**config.mk**
```make
export PLATFORM = sky130hd
export DESIGN_NAME = spi_cmd_receiver
export DESIGN_NICKNAME = d
export VERILOG_FILES = /design/src/rtl/spi_cmd_receiver.sv
export SDC_FILE = /design/constraint.sdc
export NUM_CORES = 1
export LEC_CHECK = 0
export ABC_AREA = 1
export CORE_MARGIN = 2
export CORE_UTILIZATION = 40
export CTS_BUF_LIST = sky130_fd_sc_hd__clkbuf_4 sky130_fd_sc_hd__clkbuf_8
export CTS_CLUSTER_SIZE = 8
export DETAILED_ROUTE_END_ITERATION = 10
export SYNTH_ARGS = -nofsm -noshare
export SYNTH_HDL_FRONTEND = slang
export SYNTH_SLANG_ARGS = --single-unit
```
**constraint.sdc**
```tcl
create_clock -name i_clk -period 1.55 [get_ports i_clk]
set_input_delay 0.3875 -clock i_clk [delete_from_list [all_inputs] [get_ports i_clk]]
set_output_delay 0.3875 -clock i_clk [all_outputs]
set_load 0.1 [all_outputs]
```
**src/rtl/spi_cmd_receiver.sv**
```systemverilog
// rtl/spi_cmd_receiver.sv - SPI mode-0 slave that deserialises command words for cmdParser
// Oversamples SCK/MOSI/CS_n in the i_clk domain and returns i_status on MISO, MSB first.
module spi_cmd_receiver #(
  parameter int WORDLEN     = 64,
  parameter int SYNC_STAGES = 2
) (
  input  logic               i_clk,
  input  logic               i_reset,
  input  logic               i_sck,
  input  logic               i_mosi,
  input  logic               i_cs_n,
  output logic               o_miso,
  input  logic [WORDLEN-1:0] i_status,
  output logic [WORDLEN-1:0] o_mem,
  output logic               o_shiftedIn,
  output logic               o_frameErr,
  output logic [7:0]         o_wordCount
);

  localparam int CNTW = $clog2(WORDLEN + 1);

  typedef enum logic [1:0] {
    IDLE,
    LOAD,
    SHIFT
  } stateType;

  stateType state;

  logic [SYNC_STAGES-1:0] sckSync;
  logic [SYNC_STAGES-1:0] mosiSync;
  logic [SYNC_STAGES-1:0] csSync;
  logic                   sckPrev;
  logic                   csPrev;

  logic                   sckS;
  logic                   mosiS;
  logic                   csS;
  logic                   sckRise;
  logic                   sckFall;
  logic                   csRise;
  logic                   csFall;

  logic [WORDLEN-2:0]     rxShift;
  logic [WORDLEN-2:0]     txShift;
  logic [CNTW-1:0]        bitCnt;
  logic                   lastBit;
  logic                   wordPend;
  logic                   strobeHold;

  // CS_n synchroniser resets to its inactive level so reset never fakes a falling edge
  always_ff @(posedge i_clk) begin
    if (i_reset) begin
      sckSync  <= '0;
      mosiSync <= '0;
      csSync   <= '1;
      sckPrev  <= 1'b0;
      csPrev   <= 1'b1;
    end else begin
      sckSync  <= {sckSync[SYNC_STAGES-2:0], i_sck};
      mosiSync <= {mosiSync[SYNC_STAGES-2:0], i_mosi};
      csSync   <= {csSync[SYNC_STAGES-2:0], i_cs_n};
      sckPrev  <= sckS;
      csPrev   <= csS;
    end
  end

  assign sckS    = sckSync[SYNC_STAGES-1];
  assign mosiS   = mosiSync[SYNC_STAGES-1];
  assign csS     = csSync[SYNC_STAGES-1];
  assign sckRise = sckS & ~sckPrev;
  assign sckFall = ~sckS & sckPrev;
  assign csRise  = csS & ~csPrev;
  assign csFall  = ~csS & csPrev;
  assign lastBit = (bitCnt == CNTW'(WORDLEN - 1));

  always_ff @(posedge i_clk) begin
    if (i_reset) begin
      state       <= IDLE;
      rxShift     <= '0;
      txShift     <= '0;
      bitCnt      <= '0;
      o_mem       <= '0;
      o_wordCount <= 8'd0;
      o_miso      <= 1'b0;
      o_frameErr  <= 1'b0;
      o_shiftedIn <= 1'b0;
      wordPend    <= 1'b0;
      strobeHold  <= 1'b0;
    end else begin
      o_frameErr <= 1'b0;
      wordPend   <= 1'b0;

      // Strobe trails the o_mem update by one cycle and stays up for two
      if (wordPend) begin
        o_shiftedIn <= 1'b1;
        strobeHold  <= 1'b1;
      end else if (strobeHold) begin
        strobeHold  <= 1'b0;
      end else begin
        o_shiftedIn <= 1'b0;
      end

      case (state)
        IDLE: begin
          o_miso <= 1'b0;
          bitCnt <= '0;
          if (csFall) begin
            state <= LOAD;
          end
        end

        LOAD: begin
          txShift <= i_status[WORDLEN-2:0];
          o_miso  <= i_status[WORDLEN-1];
          state   <= SHIFT;
          if (csRise) begin
            o_miso <= 1'b0;
            state  <= IDLE;
          end
        end

        SHIFT: begin
          if (sckRise) begin
            rxShift <= {rxShift[WORDLEN-3:0], mosiS};
            if (lastBit) begin
              o_mem       <= {rxShift, mosiS};
              bitCnt      <= '0;
              o_wordCount <= o_wordCount + 8'd1;
              wordPend    <= 1'b1;
              txShift     <= i_status[WORDLEN-2:0];
              o_miso      <= i_status[WORDLEN-1];
            end else begin
              bitCnt <= bitCnt + CNTW'(1);
            end
          end else if (sckFall && bitCnt != '0) begin
            // At a word boundary the freshly reloaded MSB must survive the next falling edge
            txShift <= {txShift[WORDLEN-3:0], 1'b0};
            o_miso  <= txShift[WORDLEN-2];
          end

          if (csRise) begin
            state  <= IDLE;
            o_miso <= 1'b0;
            bitCnt <= '0;
            if (bitCnt != '0 && !(sckRise && lastBit)) begin
              o_frameErr <= 1'b1;
            end
          end
        end

        default: begin
          state <= IDLE;
        end
      endcase
    end
  end

endmodule

```
==> summary.txt, run 1 <==
Run status
  – Status: complete, but fails checks
  – Failing checks: negative setup slack

Flow run
  – # Max-Cap Violations: 0

STA
  – Fin worst setup slack: -46.12 ps
  – Final Skew: between 20 and 30 ps
  – Hold slack: 384.0 ps
  – Period utilization: 1.030
  – Pins Over Slew Limit: 0
  – Fmax: 626.5 MHz
  – Minimum clock period: between 1500 and 2000 ps
  – Headroom to the max-slew limit: 0.8050
  – Final setup violation count: 65
  – Hold violation count in the final report: 0
  – Worst Max-Slew Pin Slew: 291.5 ps
  – RSZ-0062 raised after global routing: yes

Layout
  – Antenna diodes: 0
  – FF/Latch Area: roughly 0.0044 sq mm
  – Area added between synthesis and finish: 46.68%
  – Commonest non-fill, non-tap cells in the layout: 298 x nand2_1, 194 x dfxtp_1, 151 x nor2_1
  – Share of cells above drive strength 1: 0.1997
  – Most common cell after layout, fill and taps aside: nand2_1
  – Area of the multi-input gates: 0.004004 sq mm
  – Final #Nets: approximately 1,500
  – # fillers: 1,930

Clocking
  – CTS Buffer Depth: 3
  – CTS Sinks: 220
  – Post-CTS Hold Fix Bufs: 0
  – Total CTS buffers: 40
  – Clk_lat worst skew: 530 ps
  – Htree depth: 2
  – Root buf cell: clkbuf_8
  – Reg clk slew, reported paths: 60 ps
  – CTS tree: done

Global routing
  – Gr usage total: 0.1845
  – Largest net degree at the start of global routing: 64
  – Initial antenna violation count: 0
  – Global-route wire length before repair: 37,110 microns
  – Total global routing overflow: 0
  – Vias in the first global route: 7,771

Power
  – Comb power frac: 0.277
  – PD cells: 1302 mW/mm^2
  – Psw: about 5.3 mW
  – Sequential power share: 0.388
  – Worst VDD drop: 579.5 uV
  – Clock Power Share: 0.336
  – Sw frac: 0.3090
  – Leak: ~5.5 nW
  – Pint: 11.87 mW

Critical path
  – Crit start category: flop
  – CP required: between 1500 and 2000 ps
  – Critical path origin: bitCnt[1]
  – CP Data Arrival Time: 2020 ps
  – Crit Path Category: flop to flop
  – Reg2reg start: bitCnt[1]
  – Critical path peak fanout: 11
  – CP endpoint kind: flop

Floorplanning
  – Core ar.: approximately 0.022 sq mm
  – Die W: 154.0 microns
  – Die Area: around 0.024 sq mm
  – Ports: 144
  – Die Span Y: 154.0 microns
  – Initial Util: 0.4097
  – Site Rows: 54

Placed design
  – Dpl hpwl: around 14,000 microns
  – Worst slack, placed: -136.0 ps
  – Buffers on Ports: 143
  – Placer congestion estimate: 0.7772

Synth
  – Cell area after synthesis: roughly 0.0090 sq mm
  – Syn_area_per_cell: 7.267 sq um
  – Yosys cell types: 26
  – Cells after synthesis: 1,238
  – Yosys reg bits: 220
  – Syn_nets: about 1,300
  – Syn. warnings: 0
  – Sequential area share after synthesis: 0.4896

Detailed routing
  – Post-Route WL: 22,330 microns
  – Routed wl met2: 10,390 microns
  – Highest metal used: met4
  – Routed len/inst: 12.93 microns
  – Via density: 4.800
  – Vias: 8,290
  – Number of routed nets with antenna violations: 0
  – Met3 wire len: 1270 microns
  – M1 WL: about 10,000 microns
  – First-pass DRT Iterations: 10
  – Residual DRC: 0
  – Number of DRC markers in iteration 0: 504

Min path
  – HP Start: i_mosi
  – Worst Hold Class: input pin to flop
[power by group through the flow]
stage / Sequential, mW / Combinational, mW / Clock (mW)
after detailed placement: 6.74 / 4.41 / 0
final: 6.66 / 4.75 / 5.77
after floorplan: 6.74 / 2.99 / 0
after global placement: 6.73 / 4.37 / 0
after CTS: 6.65 / 4.53 / 5.95
after global routing: 6.73 / 5.34 / 6.23
[registers in the layout, summed over array words and instances, names as in the netlist]
register	cells
state	2
strobeHold	1
csPrev	1
csSync	2
o_wordCount	8
wordPend	1
bitCnt	7
o_miso	1
sckSync	2
o_frameErr	1
o_shiftedIn	1
mosiSync	2
txShift	63
sckPrev	1
o_mem	64
rxShift	63
[metrics by stage]
stage               power [mW]  std cells  cell area, sq um    util  TNS, ps
finish                   17.18       1727             13200  0.6009   -958.4
global route             18.30       1727             13200  0.6009   -11630
CTS                      17.13       1722             13040  0.5936   -960.6
detailed placement       11.15       1647             12050  0.5486   -12800
global placement         11.10       1647             12050  0.5486    -7557
floorplan                9.734       1238              9081       -   -817.9
[worst max-delay path, stage by stage (launching register included)]
cell and delay [ps]:
dfxtp_4 370, ha_4 140, inv_2 50, nor2_4 110, nand2_4 100, a21oi_4 230, buf_6 160, clkbuf_16 160
nand3b_1 80, nand2_1 70, nor2_1 40
[timing repair]
action | 4_1_cts | 5_1_grt
pin swaps | 8 | 17
resized for setup | 41 | 68
buffers inserted | 3 | 3
setup endpoints to repair | 149 | 173
gates cloned | 0 | 2
[cell type report]
class                      count  share of cell area
sequential                   220              0.3366
multi-input combinational    837              0.3034
timing repair buffer         217              0.2371
clock buffer                  64             0.06012
inverter                     101             0.02987
tap                          280             0.02655
clock inverter                 8            0.006353
[per-layer routing]
metal	up-vias	track usage
met3	28	0.04425
met5	-	0
met2	184	0.2990
met4	0	0.04851
li1	4321	-
met1	3757	0.2473
[path summary, 6_finish.rpt]
kind / endpoint / cells after the start / slack [ps]
max: txShift[2] / 10 / -50
min: mosiSync[0] / 3 / 380
max reg2reg: txShift[2] / 10 / -50
min reg2reg: csSync[1] / 1 / 410
[synth_stat cells]
master    instances  area share
inv_2             2     0.00083
o31ai_1           1     0.00083
buf_1            12      0.0050
clkbuf_1         39       0.016
nand2_1         307        0.13
xnor2_1           1     0.00097
a21boi_0          1     0.00083
o21ai_1           9      0.0050
nor2_1          159       0.066
nand2_2           1     0.00070
a21oi_1          77       0.043
inv_1            99       0.041
buf_4             6      0.0050
nor2_4            1      0.0013
xor2_1            1     0.00097
o21ai_0         127       0.071
nand3b_1         63       0.053
nor2_2            1     0.00070
a21oi_4           1      0.0018
buf_2            23       0.013
or2_2             2      0.0014
ha_1              8       0.011
nor3_1            2      0.0011
dfxtp_1         220        0.49
nand4_1           2      0.0014
nand3_1          73       0.041
[cells by family after synthesis]
logic type / after synthesis / share of synthesized area
AND/OR/NAND/NOR: 611 / 0.2942
flip-flops: 220 / 0.4896
AO/OA/AOI/OAI: 216 / 0.1220
buffers and inverters: 181 / 0.08122
adder cells (fa/ha/maj): 8 / 0.01113
XOR/XNOR: 2 / 0.001948
Power figures use the tool's default switching activity.
==> run 2, diff against run 1 <==
RECOVER_POWER = 50   (was unset)
==> run 2 against run 1 <==
The flow still finishes with violations (negative setup slack). Largest cell class unchanged. Utilization down 0.36 points. Die area unchanged. Hold slack about the same. Largest power group unchanged. Sequential share of layout area up 0.19 points. Sequential power about the same. First-iteration DRC count unchanged. Total power down 0.12%. Register-to-register slack about the same. Final cell count unchanged. Clock-buffer cell count unchanged. Critical path type unchanged. Clock skew about the same.
==> summary.txt, run 2 (synthesis gave the netlist of run 1 again) <==
Run status
  – Status: complete, but fails checks
  – Failing checks: negative setup slack

Global routing
  – Most used routing layer: met2
  – Gr usage total: 0.1845
  – Largest net degree at the start of global routing: 64
  – Met1 Track Usage GR: 0.2473
  – Global-route wire length before repair: 37,110 microns
  – GRT met3 Usage: 0.04425
  – Vias in the first global route: 7,771
  – Initial antenna violation count: 0
  – Total global routing overflow: 0
  – GR Util met2: 0.2990

Floorplanning
  – Ports: 144
  – Initial Util: 0.4097
  – Die Span Y: about 150 microns
  – Site Rows: 54
  – Core ar.: 0.02196 sq mm
  – Die W: 154.0 microns
  – Die Area: roughly 0.024 sq mm

Clocking
  – CTS Sinks: 220
  – Reg clk slew, reported paths: 60 ps
  – Htree depth: 2
  – CTS Buffer Depth: 3
  – Root buf cell: clkbuf_8
  – CTS tree: done
  – Post-CTS Hold Fix Bufs: 0
  – Clk_lat worst skew: 530 ps
  – Total CTS buffers: 40

Power
  – Clock Power Share: 0.336
  – Pint: 11.85 mW
  – Leak: between 5 and 6 nW
  – Comb power frac: 0.276
  – Sw frac: 0.3091
  – Sequential power share: 0.388
  – Psw: between 5 and 6 mW
  – Worst VDD drop: 579.4 uV
  – Pwr Total: 17.16 mW
  – PD cells: 1308 mW/mm^2

STA
  – Fin worst setup slack: -47.86 ps
  – Minimum clock period: 1598 ps
  – Headroom to the max-slew limit: 0.5837
  – Worst Max-Slew Pin Slew: 624.5 ps
  – Period utilization: 1.031
  – RSZ-0062 raised after global routing: yes
  – Fmax: 625.8 MHz
  – Final setup violation count: 67
  – Pins Over Slew Limit: 0
  – Hold violation count in the final report: 0
  – Final Skew: around 27 ps

Placed design
  – Placer congestion estimate: 0.7772
  – Buffers on Ports: 143
  – Dpl hpwl: around 14,000 microns
  – Placed cells: 1,647

Critical path
  – Reg2reg start: bitCnt[1]
  – Crit Path Category: flop to flop
  – CP Data Arrival Time: about 2000 ps
  – Crit-path slowest cell: dfxtp_4
  – Reg-to-reg endpoint: txShift[2]
  – Crit start category: flop
  – Worst reg2reg path depth: 10
  – CP required: a little under 2000 ps
  – Worst reg-to-reg setup slack: -50 ps
  – CP endpoint kind: flop
  – CP max stage delay: ~370 ps
  – Cell chain of the critical path: ha_4, inv_2, nor2_4, nand2_4, a21oi_4, buf_6, clkbuf_16, nand3b_1, nand2_1, nor2_1
  – Critical path peak fanout: 11

Min path
  – HP Start: i_mosi
  – Min-Delay Endpoint: mosiSync[0]
  – Worst Hold Class: input pin to flop
  – Hold Path Depth: 3

Detailed routing
  – Routed len/inst: 12.92 microns
  – Via density: around 4.8
  – Residual DRC: 0
  – Post-Route WL: between 20,000 and 25,000 microns
  – Number of routed nets with antenna violations: 0
  – First-pass DRT Iterations: 8
  – Number of DRC markers in iteration 0: approximately 500
  – Vias: 8,294

Layout
  – Largest Register: o_mem
  – Most common cell after layout, fill and taps aside: nand2_1
  – Commonest non-fill, non-tap cells in the layout: 298 x nand2_1, 195 x dfxtp_1, 151 x nor2_1
  – Area added between synthesis and finish: 45.80%
  – Antenna diodes: 0
  – Max reg flops: 64
  – Final #Nets: 1,494
  – Share of cells above drive strength 1: 0.1977
  – Biggest regs: o_mem (64), rxShift (63), txShift (63)
  – Non-Filler Instances: 1,727

Flow run
  – # Max-Cap Violations: 0
[run 2: cell count changes in the layout (fill, tap and decap cells not counted), sizes merged]
cell,change
dlygate4sd3,+1
clkinv,+1
clkbuf,+3
clkdlybuf4s50,-1
buf,-3
inv,-1
[run 2: area by class of cell]
| cell class | count | area, sq um |
|---|---|---|
| well taps | 280 | 350.3 |
| clock buffers | 64 | 793.3 |
| multi-input cells | 837 | 4004 |
| flip-flops and latches | 220 | 4441 |
| repair buffers | 217 | 3052 |
| fillers | 1947 | 8842 |
| clock inverters | 8 | 83.83 |
| inverters | 101 | 392.9 |
[run 2: critical path: cells and delay by family (launching register included)]
| family | cells | cell delay (ps) |
|---|---|---|
| compound gates | 1 | 230 |
| fa+ha+maj | 1 | 140 |
| buf+inv | 3 | 370 |
| flops | 1 | 370 |
| simple gates | 5 | 400 |
[run 2: how the worst max path moves through the flow]
stage | endpoint | slack, ps | cells after the start | from
after floorplan | o_mem[11] | -20 | 10 | bitCnt[0]
after global placement | txShift[23] | -70 | 10 | bitCnt[0]
after detailed placement | txShift[37] | -140 | 10 | bitCnt[0]
after CTS | txShift[3] | -40 | 10 | bitCnt[1]
after global routing | txShift[43] | -150 | 12 | bitCnt[0]
final | txShift[2] | -50 | 10 | bitCnt[1]
[run 2: layer usage]
layer | vias to the layer above | part of all wire
met5 | - | 0
met4 | 0 | 0.014
met3 | 29 | 0.055
met2 | 169 | 0.46
met1 | 3773 | 0.47
li1 | 4323 | -
[run 2: power groups by stage]
stage               combinational [mW]  clock, mW  sequential (mW)
floorplan                         2.99          0             6.74
global placement                  4.37          0             6.73
detailed placement                4.41          0             6.74
CTS                               4.53       5.95             6.65
global route                      5.32       6.23             6.73
finish                            4.73       5.77             6.66
[run 2: timing repair]
action,in CTS,in global routing
buffers inserted,3,3
gates resized for setup,41,68
cloned,0,2
setup endpoints to repair,149,173
pin swaps,8,17
[run 2: per-stage QoR]
stage	utilization	setup WS, ps	hold slack, ps	TNS [ps]	cell area, sq um
floorplan	-	-23.16	388.3	-817.9	9081
global placement	0.5486	-69.40	394.6	-7557	12050
detailed placement	0.5486	-136.0	398.0	-12800	12050
CTS	0.5936	-43.45	348.3	-960.6	13040
global route	0.5973	-146.8	353.3	-13200	13120
finish	0.5973	-47.86	384.4	-915.5	13120
==> run 3, diff against run 2 <==
REMOVE_ABC_BUFFERS = 1   (was unset)
==> run 3 against run 2 <==
Setup slack worse by 88 ps. First-iteration DRC count down 23%. The flow still finishes with violations (negative setup slack). Clock-buffer cell count down 2. Global-route usage up 1.9 points. Via count up 2.5%. Largest power group unchanged. Non-clock buffer count up 21. Final cell count up 0.75%. Register-to-register slack worse by 90 ps. Wire length up 13%.
==> summary.txt, run 3 (synthesis gave the netlist of run 1 again) <==
Run status
  – Status: complete, but fails checks
  – Failing checks: negative setup slack

Floorplanning
  – Site Rows: 54
  – Initial Util: 0.4097
  – Die W: roughly 150 microns
  – Die Area: 0.02371 sq mm
  – Die Span Y: 154.0 microns
  – Ports: 144
  – Core ar.: around 0.022 sq mm

STA
  – RSZ-0062 raised after global routing: yes
  – Period utilization: 1.088
  – Setup TNS: -9584 ps
  – Final setup violation count: 133
  – Fin worst setup slack: -136.0 ps
  – Pins Over Slew Limit: 0
  – Hold violation count in the final report: 0
  – Minimum clock period: between 1500 and 2000 ps
  – Worst Max-Slew Pin Slew: between 600 and 700 ps
  – Final Skew: 21.17 ps
  – Hold slack: between 300 and 400 ps
  – Fmax: about 600 MHz
  – Headroom to the max-slew limit: 0.5648

Placed design
  – Buffers on Ports: approximately 140
  – Post-DP Area: 0.01186 sq mm
  – Placer congestion estimate: 0.7900
  – Dpl hpwl: ~14,000 microns

Layout
  – Share of cells above drive strength 1: 0.2205
  – Antenna diodes: 0
  – Commonest non-fill, non-tap cells in the layout: 296 x nand2_1, 205 x dfxtp_1, 130 x nor2_1
  – Final instance area: 0.01347 sq mm
  – Max reg flops: 64
  – Most common cell after layout, fill and taps aside: nand2_1
  – Final #Nets: 1,513
  – Biggest regs: o_mem (64), rxShift (63), txShift (63)
  – # fillers: 1,923
  – Area added between synthesis and finish: 49.72%
  – Largest Register: o_mem

Critical path
  – Reg-to-reg endpoint: txShift[57]
  – Reg2reg start: bitCnt[0]
  – Worst reg2reg path depth: 12
  – CP required: 1970 ps
  – Worst reg-to-reg setup slack: -140 ps
  – CP endpoint kind: flop
  – CP Data Arrival Time: around 2100 ps
  – Critical path peak fanout: 9
  – Crit start category: flop
  – Crit Path Category: flop to flop

Clocking
  – Clk_lat worst skew: 530 ps
  – CTS Sinks: 220
  – CTS Buffer Depth: 3
  – Root buf cell: clkbuf_8
  – Total CTS buffers: 38
  – Htree depth: 2
  – CTS tree: done
  – Reg clk slew, reported paths: ~60 ps
  – Post-CTS Hold Fix Bufs: 0

Global routing
  – Global-route wire length before repair: 39,830 microns
  – Gr usage total: 0.2030
  – Total global routing overflow: 0
  – Largest net degree at the start of global routing: 63
  – Initial antenna violation count: 0
  – Vias in the first global route: 8,164

Detailed routing
  – Routed wl met2: around 12,000 microns
  – Residual DRC: 0
  – M1 WL: 10,830 microns
  – Met3 wire len: 1799 microns
  – Via density: 4.886
  – Vias: about 8,500
  – Routed len/inst: 14.55 microns
  – Number of routed nets with antenna violations: 0
  – Number of DRC markers in iteration 0: 386
  – Highest metal used: met4
  – First-pass DRT Iterations: 5
  – Post-Route WL: 25,310 microns

Power
  – PD cells: 1390 mW/mm^2
  – Pwr Total: 18.72 mW
  – Worst VDD drop: 646.5 uV
  – Leak: 5.616 nW

Min path
  – HP Start: i_mosi
  – Worst Hold Class: input pin to flop
  – Hold Path Depth: 3
  – Min-Delay Endpoint: mosiSync[0]

Flow run
  – # Max-Cap Violations: 0
==> run 3: cell types whose count changed in the layout (fill, tap and decap cells not counted), sizes merged <==
| cell | before | now |
|---|---|---|
| clkbuf | 69 | 72 |
| clkinv | 7 | 1 |
| buf | 144 | 160 |
| inv | 101 | 102 |
| bufinv | 1 | 0 |
==> run 3: cell type report <==
cell class	count	area (sq um)	share of cell area
repair buffers	238	3382	0.2511
clock buffers	62	753.2	0.05592
inverters	101	406.6	0.03019
clock inverters	2	17.52	0.001301
multi-input cells	837	4131	0.3067
flip-flops and latches	220	4428	0.3288
well taps	280	350.3	0.02601
==> run 3: worst max-delay path by stage <==
stage	from	slack, ps	cells after the start	end
3_5_place_dp	state[0]	-200	10	txShift[45]
2_1_floorplan	i_reset	-3470	3	o_mem[10]
4_1_cts	bitCnt[1]	-90	10	o_mem[15]
3_3_place_gp	bitCnt[0]	-160	12	txShift[47]
5_1_grt	bitCnt[0]	-220	12	txShift[18]
6_report	bitCnt[0]	-140	12	txShift[57]
==> run 3: what timing repair did <==
item                                    CTS  global route
buffers inserted                         17             4
pin swaps                                 7            18
resized for setup                        66            86
cloned                                   11            11
endpoints found under the setup margin  197           208
==> run 3: worst max-delay path, stage by stage (launching register included) <==
cell	delay, ps
dfxtp_4	360
inv_4	70
ha_4	110
inv_1	30
nor2_1	110
nand3_2	110
nand2_2	120
nand2_4	80
nand2_4	100
clkinv_8	120
clkbuf_16	180
nor2_1	120
nor2_1	70
==> run 3: per-stage QoR <==
stage               setup slack [ps]  instances    util
finish                        -136.0       1740  0.6134
detailed placement            -200.3       1634  0.5400
global placement              -160.4       1634  0.5400
CTS                           -86.55       1726  0.6039
global route                  -217.1       1740  0.6134
floorplan                      -3472       1158       -
==> run 3: metal layers <==
layer,global-route usage,vias up
met2,0.3493,214
li1,-,4357
met3,0.05862,46
met5,0,-
met1,0.2500,3884
met4,0.05118,0
==> run 3: power breakdown <==
group / switching [mW] / internal (mW) / leakage [nW]
Sequential: 0.372 / 6.32 / 1.80
Clock: 2.28 / 3.06 / 0.413
Combinational: 3.37 / 3.32 / 3.41
Total: 6.02 / 12.7 / 5.62
